### config.mk
export PLATFORM = sky130hd
export DESIGN_NAME = alu_cmd_queue
export DESIGN_NICKNAME = d
export VERILOG_FILES = /design/src/rtl/alu_cmd_queue.sv
export SDC_FILE = /design/constraint.sdc
export NUM_CORES = 1
export LEC_CHECK = 0
export CORE_MARGIN = 3
export CORE_UTILIZATION = 52
export CTS_CLUSTER_DIAMETER = 40
export DETAILED_ROUTE_END_ITERATION = 8
export PLACE_DENSITY = 0.77
export SLEW_MARGIN = 10
export SYNTH_ARGS = -nofsm -noshare
export SYNTH_HDL_FRONTEND = slang
export SYNTH_SLANG_ARGS = --single-unit
### constraint.sdc
create_clock -name i_clk -period 3.1 [get_ports i_clk]
set_clock_uncertainty 0.1 [all_clocks]
set_input_delay 0.31 -clock i_clk [delete_from_list [all_inputs] [get_ports i_clk]]
set_output_delay 0.31 -clock i_clk [all_outputs]
set_load 0.005 [all_outputs]
### src/rtl/alu_cmd_queue.sv
// ---------------------------------------------------------------------------
// alu_cmd_queue
//
// First-word-fall-through command queue that sits directly in front of the
// registered ALU stage. The operator-input logic pushes (function, data)
// pairs. The ALU stage consumes the head entry through a valid/ready
// handshake. Entries leave in push order. There is no bypass path, so a pushed
// entry becomes visible one edge after it is written.
//
// Optional feature:
//   ALU_CMD_QUEUE_OVERFLOW_STICKY_EN
//     When defined, o_overflow is a sticky flag. It sets at the edge where a
//     push is dropped because the queue is full and no pop occurs. Only
//     i_rst clears it.
//     When undefined, o_overflow is tied to 0 and dropped pushes are silent.
//
// Parameters:
//   DEPTH   number of entries (power of two, >= 2)
//   DATA_W  operand width
//   FUNC_W  function-select width
//
// Ports:
//   i_clk            rising-edge clock
//   i_rst            asynchronous active-high reset
//   i_push           write request for i_push_data / i_push_function
//   i_push_data      operand to enqueue
//   i_push_function  function select to enqueue
//   o_full           queue holds DEPTH entries
//   o_valid          head entry present on o_data / o_function
//   i_ready          ALU stage accepts the head entry this cycle
//   o_data           head operand (0 when o_valid = 0)
//   o_function       head function (0 when o_valid = 0)
//   o_count          number of entries currently stored
//   o_overflow       sticky push-while-full flag (0 when the feature is off)
// ---------------------------------------------------------------------------
module alu_cmd_queue #(
  parameter int DEPTH  = 4,
  parameter int DATA_W = 4,
  parameter int FUNC_W = 2
) (
  input  logic                       i_clk,
  input  logic                       i_rst,
  input  logic                       i_push,
  input  logic [DATA_W-1:0]          i_push_data,
  input  logic [FUNC_W-1:0]          i_push_function,
  output logic                       o_full,
  output logic                       o_valid,
  input  logic                       i_ready,
  output logic [DATA_W-1:0]          o_data,
  output logic [FUNC_W-1:0]          o_function,
  output logic [$clog2(DEPTH+1)-1:0] o_count,
  output logic                       o_overflow
);

  localparam int PTR_W   = $clog2(DEPTH);
  localparam int CNT_W   = $clog2(DEPTH+1);
  localparam int ENTRY_W = FUNC_W + DATA_W;
  localparam logic [CNT_W-1:0] DEPTH_CNT = CNT_W'(DEPTH);

  // Storage is not reset. Valid gating of the outputs hides stale contents.
  logic [ENTRY_W-1:0] r_mem [DEPTH];

  logic [PTR_W-1:0] r_wr_ptr;
  logic [PTR_W-1:0] r_rd_ptr;
  logic [CNT_W-1:0] r_count;

  logic             w_valid;
  logic             w_full;
  logic             w_pop;
  logic             w_push_acc;
  logic [DEPTH-1:0] w_wr_en;
  logic [ENTRY_W-1:0] w_head;
  logic [CNT_W-1:0] w_count_next;

  // Flags are decoded from the registered count only. They never depend on
  // this cycle's inputs.
  assign w_valid = (r_count != '0);
  assign w_full  = (r_count == DEPTH_CNT);

  // A pop needs a present head. A ready signal while the queue is empty is
  // ignored.
  assign w_pop = w_valid & i_ready;

  // A push while full is accepted only if the head leaves in the same cycle.
  // That pop frees the slot the write pointer is about to reuse.
  assign w_push_acc = i_push & (~w_full | w_pop);

  // Per-entry write enables decoded from the write pointer.
  generate
    for (genvar gi = 0; gi < DEPTH; gi++) begin : g_wr_en
      assign w_wr_en[gi] = w_push_acc & (r_wr_ptr == PTR_W'(gi));
    end
  endgenerate

  always_ff @(posedge i_clk) begin
    for (int i = 0; i < DEPTH; i++) begin
      if (w_wr_en[i]) begin
        r_mem[i] <= {i_push_function, i_push_data};
      end
    end
  end

  always_comb begin
    w_count_next = r_count;
    case ({w_push_acc, w_pop})
      2'b10:   w_count_next = r_count + CNT_W'(1);
      2'b01:   w_count_next = r_count - CNT_W'(1);
      default: w_count_next = r_count;
    endcase
  end

  // DEPTH is a power of two, so natural pointer rollover is the modulo wrap.
  always_ff @(posedge i_clk or posedge i_rst) begin
    if (i_rst) begin
      r_wr_ptr <= '0;
      r_rd_ptr <= '0;
      r_count  <= '0;
    end else begin
      if (w_push_acc) begin
        r_wr_ptr <= r_wr_ptr + PTR_W'(1);
      end
      if (w_pop) begin
        r_rd_ptr <= r_rd_ptr + PTR_W'(1);
      end
      r_count <= w_count_next;
    end
  end

`ifdef ALU_CMD_QUEUE_OVERFLOW_STICKY_EN
  logic r_overflow;

  // Sets only when a push is actually dropped. A push while full that is
  // paired with a pop is a legal replace, not an overflow.
  always_ff @(posedge i_clk or posedge i_rst) begin
    if (i_rst) begin
      r_overflow <= 1'b0;
    end else if (i_push & w_full & ~w_pop) begin
      r_overflow <= 1'b1;
    end
  end

  assign o_overflow = r_overflow;
`else
  assign o_overflow = 1'b0;
`endif

  // Combinational head read. Forcing the outputs to zero while empty keeps
  // uninitialised storage off the ALU inputs. During reset, the zero count
  // gates the outputs immediately.
  assign w_head     = r_mem[r_rd_ptr];
  assign o_data     = w_valid ? w_head[DATA_W-1:0] : '0;
  assign o_function = w_valid ? w_head[ENTRY_W-1:DATA_W] : '0;

  assign o_valid = w_valid;
  assign o_full  = w_full;
  assign o_count = r_count;

endmodule
After elaboration in Yosys (flattened, before gate mapping)
Memories as Yosys holds them, arrays and structs flattened.
Cells that the tools add are included.
- bits in writable memories: 24
- bits in latches: 0
- output and inout bits: 12
- input bits: 10
- word-level logic and storage cells: 48
- register bits: 7
- bits in read-only memories: 0
- memories: 1
- memory list (name ; depth ; width ; read ports ; clocked after Yosys merged registers in ; wr ports ; line ; RTL):
    r_mem ; 4 ; 6 ; 1 ; 0 ; 1 ; 61 ; logic [ENTRY_W-1:0] r_mem [DEPTH];
- reductions and logical operators: 6
- add/subtract/negate cells: 4
- shift operators: 0
- order comparisons: 0
- bitwise operators: 8
- multipliers: 0
- mux-type cells: 20
- divide/modulo/power cells: 0
- eq/ne operators: 6
- operators with widths (kind ; count):
    $mux 6 ; 3
    $reduce_or 6->1 ; 3
    $mux 1 ; 11
    $mux 2 ; 4
    $and 1x1->1 ; 6
    $eq 2x2->1 const B ; 3
    $pmux 3 s2 ; 1
    $add 2x1->2 const B ; 2
    $eq 2x1->1 const B ; 2
    $mux 4 ; 1
    $add 3x1->3 const B ; 1
    $eq 3x3->1 const B ; 1
    $reduce_bool 3->1 ; 1
    $sub 3x1->3 const B ; 1
    $logic_not 2->1 ; 1
    $reduce_bool 2->1 ; 1
    $not 1->1 ; 1
    $or 1x1->1 ; 1

Depth between registers and ports, before layout
Gate-level depths: netlist of run 1.
- word-level depth: 11
- gate-level depth with buffers: 8
- gate-level depth less buffers: 7

Least setup slack after synthesis of run 1
Ideal clock, no wire load.
- path kind: register -> register
- from: register r_count[0] (netlist: o_count[0])
- to: register r_count[2] (netlist: o_count[2])
- clock period less this slack: 2.340 ns
- data arrival time: 2.114 ns
- required time: 2.874 ns
- library setup time: 0.126 ns
- path slack: 0.760 ns
- buffers on the path: 1
- stages on the path, launching flop included: 9
- path through: dfrtp_1 or3_2 clkbuf_1 nand2_1 or2_2 fa_1 nor2b_1 a21oi_1 a221o_2
- cells in the longest elaborated chain, start to end: 6
- elaborated cells on any way between the ends: 12
- classes of those cells: add/sub: 2; eq/ne: 3; mux: 1; bitwise: 4; reduce/logical: 2
- ends and longest elaborated chain (element ; line ; RTL):
    start: declaration ; 65 ; logic [CNT_W-1:0] r_count;
    start signal: assignment ; 125 ; r_count <= w_count_next;
    $reduce_bool 3->1 * ; 77 ; assign w_valid = (r_count != '0);
    via o_valid ; 47 ; output logic o_valid,
    $and 1x1->1 * ; 82 ; assign w_pop = w_valid & i_ready;
    $or 1x1->1 ; 86 ; assign w_push_acc = i_push & (~w_full | w_pop);
    $and 1x1->1 ; 86 ;
    $eq 2x1->1 / $eq 2x2->1 (equally long branches) ; 105 ; case ({w_push_acc, w_pop})
    $pmux 3 s2 / $reduce_bool 2->1 (equally long branches) ; n/a ;
Mark *: on every way through the listed nets, which the timed path passes. The rest lies on a longest branch.
A chain may end at the register's enable or synchronous reset.

Worst setup path after layout of run 1
- from: register r_rd_ptr[0]
- to: output o_data[2]
- cells in the longest elaborated chain, start to end: 2
- ends and longest elaborated chain (element ; line ; RTL):
    start: declaration ; 64 ; logic [PTR_W-1:0] r_rd_ptr;
    start signal: assignment ; 123 ; r_rd_ptr <= r_rd_ptr + PTR_W'(1);
    $mem_v2 4x6 ; n/a ;
    $mux 4 ; 151 ; assign o_data = w_valid ? w_head[DATA_W-1:0] : '0;
    end: declaration ; 49 ; output logic [DATA_W-1:0] o_data,
No other way between the ends.

==> results of run 1 <==
kinds of logic after synthesis:
| group | Yosys count | synth area share (%) |
|---|---|---|
| AOI/OAI and AO/OA | 10 | 5.33 |
| other | 1 | 0.257 |
| muxes | 7 | 10.3 |
| adders and majority gates | 5 | 4.81 |
| and+or+nand+nor | 24 | 10.5 |
| DFF | 31 | 61.5 |
| buffers and inverters | 13 | 4.30 |
| xor gates and xnor gates | 5 | 3.01 |
per-layer routing:
metal	routed length [µm]	part of all wire [%]
met2	1170	49
met3	162	6.8
met4	47	2.0
met5	0	0
met1	1000	42
flip-flops by register name (all words and copies together) (netlist names):
signal    cells
o_count       3
r_wr_ptr      2
r_mem        24
r_rd_ptr      2
power by group through the flow:
| stage | clock (µW) | combinational, µW | sequential (µW) |
|---|---|---|---|
| after floorplan | 0 | 432 | 626 |
| after global placement | 0 | 626 | 684 |
| after detailed placement | 0 | 648 | 695 |
| after CTS | 232 | 650 | 687 |
| after global routing | 255 | 708 | 704 |
| final | 223 | 641 | 684 |
stage by stage:
step	utilization (%)	hold WS (ns)	power, µW
6_report	67.1	0.108	1550
5_1_grt	67.1	0.121	1670
4_1_cts	67.1	0.102	1570
3_5_place_dp	64.9	0.467	1340
3_3_place_gp	64.9	0.467	1310
2_1_floorplan	-	0.0134	1060
synthesized netlist by cell type, types with 3 or more instances:
library cell / count
nand2_1: 3
mux4_2: 6
ha_1: 4
xnor2_1: 4
and2_1: 6
inv_1: 7
nor2_1: 3
and2_2: 4
dfrtp_1: 7
edfxtp_1: 24
critical path: cells and delay by family (launching register included):
family	cells	cell delay [ns]
buffers and inverters	1	0.45
flip-flops	1	0.65
AND/OR/NAND/NOR	1	0.17
multiplexers	1	0.55
path summary, 6_finish.rpt:
check | end | slack (ns)
max in group asynchronous | o_count[0] | 2.57
min reg2reg | r_wr_ptr[1] | 0.50
max | o_data[2] | 0.55
min in group i_clk | r_wr_ptr[1] | 0.50
max reg2reg | o_count[2] | 0.66
min | r_wr_ptr[0] | 0.11
cells in the final DEF (no fill, tap or decap), drive strengths merged, types with 2 or more instances in the layout:
cell	count
clkdlybuf4s50	20
and2	10
dfrtp	7
nand2	3
xnor2	4
mux4	6
o22ai	2
ha	4
a21oi	2
nor2	3
clkinvlp	2
edfxtp	24
clkbuf	5
nor2b	2
inv	7
area by class of cell:
class                           instances  share of cell area [%]
Tap cell                               30                    2.18
Clock buffer                            5                    2.18
Clock inverter                          3                    1.16
Inverter                                7                    1.53
Multi-Input combinational cell         52                    28.9
Timing Repair Buffer                   21                    12.1
Sequential cell                        31                    52.0
==> run summary, run 1 <==
Internal Power: 1050 µW
fill count: 198
Area after DPL: 1670 µm²
post-CTS sizing: 0
initial antenna violation count: 0
routed via count: 822
Die Area: 3470 µm²
Die Width: 58.9 µm
depth of the CTS H-tree: 2
Critical Path RT: 2.69 ns
CP Launch Point: r_rd_ptr[0]
Final ANT Viol Nets: 0
Pwr Density: 899 nW/µm²
WL/cell: 16.0 µm
CTS tree: built
Gate power share: 41.4%
Yosys cell types: 33
Pleak: 0.000635 µW
pre-CTS setup slack: 0.516 ns
Area Growth Syn to Fin: 18.3%
Worst path slowest cell: dfrtp_1
synthesized netlist cell count: 96
FF+latch count, synth: 31
total gr overflow: 0
root buffer cell: clkbuf_4
VDD IR max: 0.615 mV
min Tclk post-route: 2.55 ns
Final WS setup: 0.550 ns
Via density: 5.52
cts hold-fix bufs: 0
CP arrival: 2.14 ns
Total Routing Usage GR: 16.7%
I/O pin cnt: 22
Routed WL: 2380 µm
register area share after synthesis: 61.5%
vias in the first global route: 847
clock share of power: 14.4%
Hold Path Class: input port to async pin
area of the multi-input gates: 498 µm²
Non-Filler Instances: 149
fin crit share: 82.2%
EDFF count, synth: 24
Post-CTS Setup Bufs: 0
final non-filler cell area: 1720 µm²
sequential power share: 44.2%
cells along the critical path: mux4_2 -> and2_1 -> clkdlybuf4s50_1
storage element area: 896 µm²
final hold violation count: 0
syn_area_per_cell: 15.2 µm²
status: complete, no violations
Reg2Reg Launch Point: o_count[2]
Longest Clk Path Bufs: 2
Sum Neg Setup Slack: 0 ns
f_max: 392 MHz
Setup crit end kind: output pin
layout cells sized above 1: 21.0%
std cell rows: 18
Worst-Skew Late Latency: 0.32 ns
top cell type's share of synthesized area: 49.5%
final setup fails: 0
Max Cap Viol: 0
Startpoint Class: flip-flop
Yosys top cell by area: edfxtp_1
YS warnings: 0
CORE AREA: 2570 µm²
clk sink count: 31
GR Util met3: 6.14%
PortBufs: 20
DRT Pass-1 Iters: 4
P_sw: 495 µW
CTS buffer count: 5
Netlist Area Pre-Place: 1460 µm²
CP max stage delay: 0.65 ns
met1 usage: 20.1%
placed cells: 141
CTS clk-pin slew, worst paths: 0.10 ns
first-pass GRT wire length: 4040 µm
n_diodes: 0
ranking of synthesized cells by area: edfxtp_1, dfrtp_1, mux4_2
met2 Resource Use GR: 26.3%
worst-case reg-to-reg path depth: 7
GRT busiest layer: met2
largest net degree at the start of global routing: 12
placed wire-length estimate: 1690 µm
DRC viols: 0
fraction of registers with async set/reset: 22.6%
Max Slew Vio Count: 0
Die H: 58.9 µm
Initial Utilization: 56.7%
critical-path maximum fanout: 8
Nets: 133
Switching Share: 31.9%
GP Congestion: 0.717
post-synth net total: 111
unrepaired setup endpoints after global routing: no
critical setup path kind: flip-flop to output pin
initial DRC count: 28
Synth Flop Type: edfxtp_1
Power figures use the tool's default switching activity.
==> inputs of run 2 (changes only) <==
--- a/config.mk
+++ b/config.mk
@@ -6,10 +6,10 @@
 export NUM_CORES = 1
 export LEC_CHECK = 0
 export CORE_MARGIN = 3
-export CORE_UTILIZATION = 52
+export CORE_UTILIZATION = 47
 export CTS_CLUSTER_DIAMETER = 40
 export DETAILED_ROUTE_END_ITERATION = 8
-export PLACE_DENSITY = 0.77
+export PLACE_DENSITY = 0.74
 export SLEW_MARGIN = 10
 export SYNTH_ARGS = -nofsm -noshare
 export SYNTH_HDL_FRONTEND = slang
==> constraint.sdc (replaced) <==
create_clock -name i_clk -period 2.1 [get_ports i_clk]
set_clock_uncertainty 0.1 [all_clocks]
set_input_delay 0.21 -clock i_clk [delete_from_list [all_inputs] [get_ports i_clk]]
set_output_delay 0.21 -clock i_clk [all_outputs]
set_load 0.005 [all_outputs]
==> run summary, run 2 (synthesized netlist as in run 1, its figures left out) <==
PortBufs: 20
area of the multi-input gates: 512 µm²
Setup crit end kind: output pin
Switching Share: 31.0%
Nets: 148
Reg2Reg Launch Point: o_count[1]
layout cells sized above 1: 35.8%
fin crit share: 94.5%
Die Width: 61.7 µm
I/O pin cnt: 22
unrepaired setup endpoints after global routing: no
critical-path maximum fanout: 4
clock share of power: 12.5%
GP Congestion: 0.678
R2R setup slack: 0.15 ns
root buffer cell: clkbuf_4
Worst-Skew Late Latency: 0.32 ns
VDD IR max: 0.769 mV
Internal Power: 1690 µW
critical setup path kind: flip-flop to output pin
most common cell after layout, fill and taps aside: edfxtp_1
status: complete, no violations
Critical Path RT: 1.79 ns
min Tclk post-route: 1.99 ns
DRC viols: 0
CTS clk-pin slew, worst paths: 0.09 ns
Pleak: 0.000724 µW
Die H: 61.7 µm
commonest cells after routing, fill and taps aside: edfxtp_1, clkdlybuf4s50_1, buf_4
Hold Path Class: input port to async pin
DRT Pass-1 Iters: 4
Min Hold Slack: 0.0239 ns
largest net degree at the start of global routing: 11
Startpoint Class: flip-flop
Area Growth Syn to Fin: 26.4%
f_max: 504 MHz
depth of the CTS H-tree: 2
Max Cap Viol: 0
Top reg by flops: r_mem
std cell rows: 19
vias in the first global route: 906
first-pass GRT wire length: 4060 µm
P_sw: 762 µW
initial DRC count: 26
Pwr Density: 1330 nW/µm²
final hold violation count: 0
Die Area: 3800 µm²
Via density: 5.42
Routed WL: 2570 µm
placed wire-length estimate: 1910 µm
fill count: 215
worst-case reg-to-reg path depth: 7
WL/cell: 15.6 µm
sequential power share: 38.0%
Critical R2R Capture: o_count[2]
PnR Total Power: 2460 µW
Max Slew Vio Count: 0
Gate power share: 49.5%
CP arrival: 1.68 ns
Final WS setup: 0.115 ns
n_diodes: 0
clk sink count: 31
Sum Neg Setup Slack: 0 ns
CORE AREA: 2850 µm²
final setup fails: 0
CTS tree: built
total gr overflow: 0
pre-CTS setup slack: -0.0788 ns
Longest Clk Path Bufs: 2
initial antenna violation count: 0
Largest register FFs: 24
storage element area: 900 µm²
CTS buffer count: 5
Final ANT Viol Nets: 0
Total Routing Usage GR: 15.5%
Initial Utilization: 51.1%
routed via count: 895
-- run 2: cell type report --
| cell class | count | share of cell area, % |
|---|---|---|
| Timing Repair Buffer | 36 | 17.1 |
| Clock inverter | 2 | 0.408 |
| Inverter | 7 | 1.43 |
| Tap cell | 31 | 2.11 |
| Multi-Input combinational cell | 52 | 27.8 |
| Clock buffer | 6 | 2.24 |
| Sequential cell | 31 | 48.9 |
-- run 2: worst max-delay path, stage by stage, from the launching register on --
cell and delay [ns]:
dfrtp_1 0.39, buf_6 0.13, buf_4 0.10, mux4_2 0.47
and2_1 0.16, clkbuf_2 0.10
-- run 2: what timing repair did --
item / CTS / global route
resized for setup: 16 / 10
endpoints found under the hold margin: 0 / 0
setup endpoints to repair: 7 / 6
buffers inserted: 5 / 1
hold buffers: 0 / 0
pin swaps: 3 / 1
-- run 2: power groups by stage --
stage	Sequential, µW	Combinational, µW	Clock (µW)
detailed placement	942	1180	0
global route	949	1340	353
CTS	935	1240	318
finish	932	1220	308
global placement	931	1140	0
floorplan	932	668	0
-- run 2: worst max path at each step --
| stage | from | end | slack (ns) | cells past startpoint |
|---|---|---|---|---|
| floorplan | o_count[2] | o_count[2] | 0.02 | 8 |
| global placement | i_ready | o_count[2] | 0.004 | 7 |
| detailed placement | i_ready | o_count[2] | -0.08 | 7 |
| CTS | r_rd_ptr[0] | o_data[0] | -0.04 | 5 |
| global route | r_rd_ptr[0] | o_data[0] | 0.03 | 5 |
| finish | r_rd_ptr[0] | o_function[1] | 0.11 | 5 |
-- run 2: stage by stage --
step / std cells / util (%) / cell area [µm²]
5_1_grt: 165 / 64.5 / 1840
3_3_place_gp: 151 / 61.2 / 1750
3_5_place_dp: 151 / 61.2 / 1750
4_1_cts: 164 / 64.8 / 1850
6_report: 165 / 64.5 / 1840
2_1_floorplan: 96 / - / 1480
-- run 2: metal layers --
| layer | vias up | share of wire, % | track usage [%] |
|---|---|---|---|
| li1 | 421 | - | - |
| met1 | 445 | 40 | 17.6 |
| met2 | 22 | 52 | 26.2 |
| met3 | 7 | 5.4 | 4.61 |
| met4 | 0 | 2.1 | 8.18 |
| met5 | - | 0 | 0 |
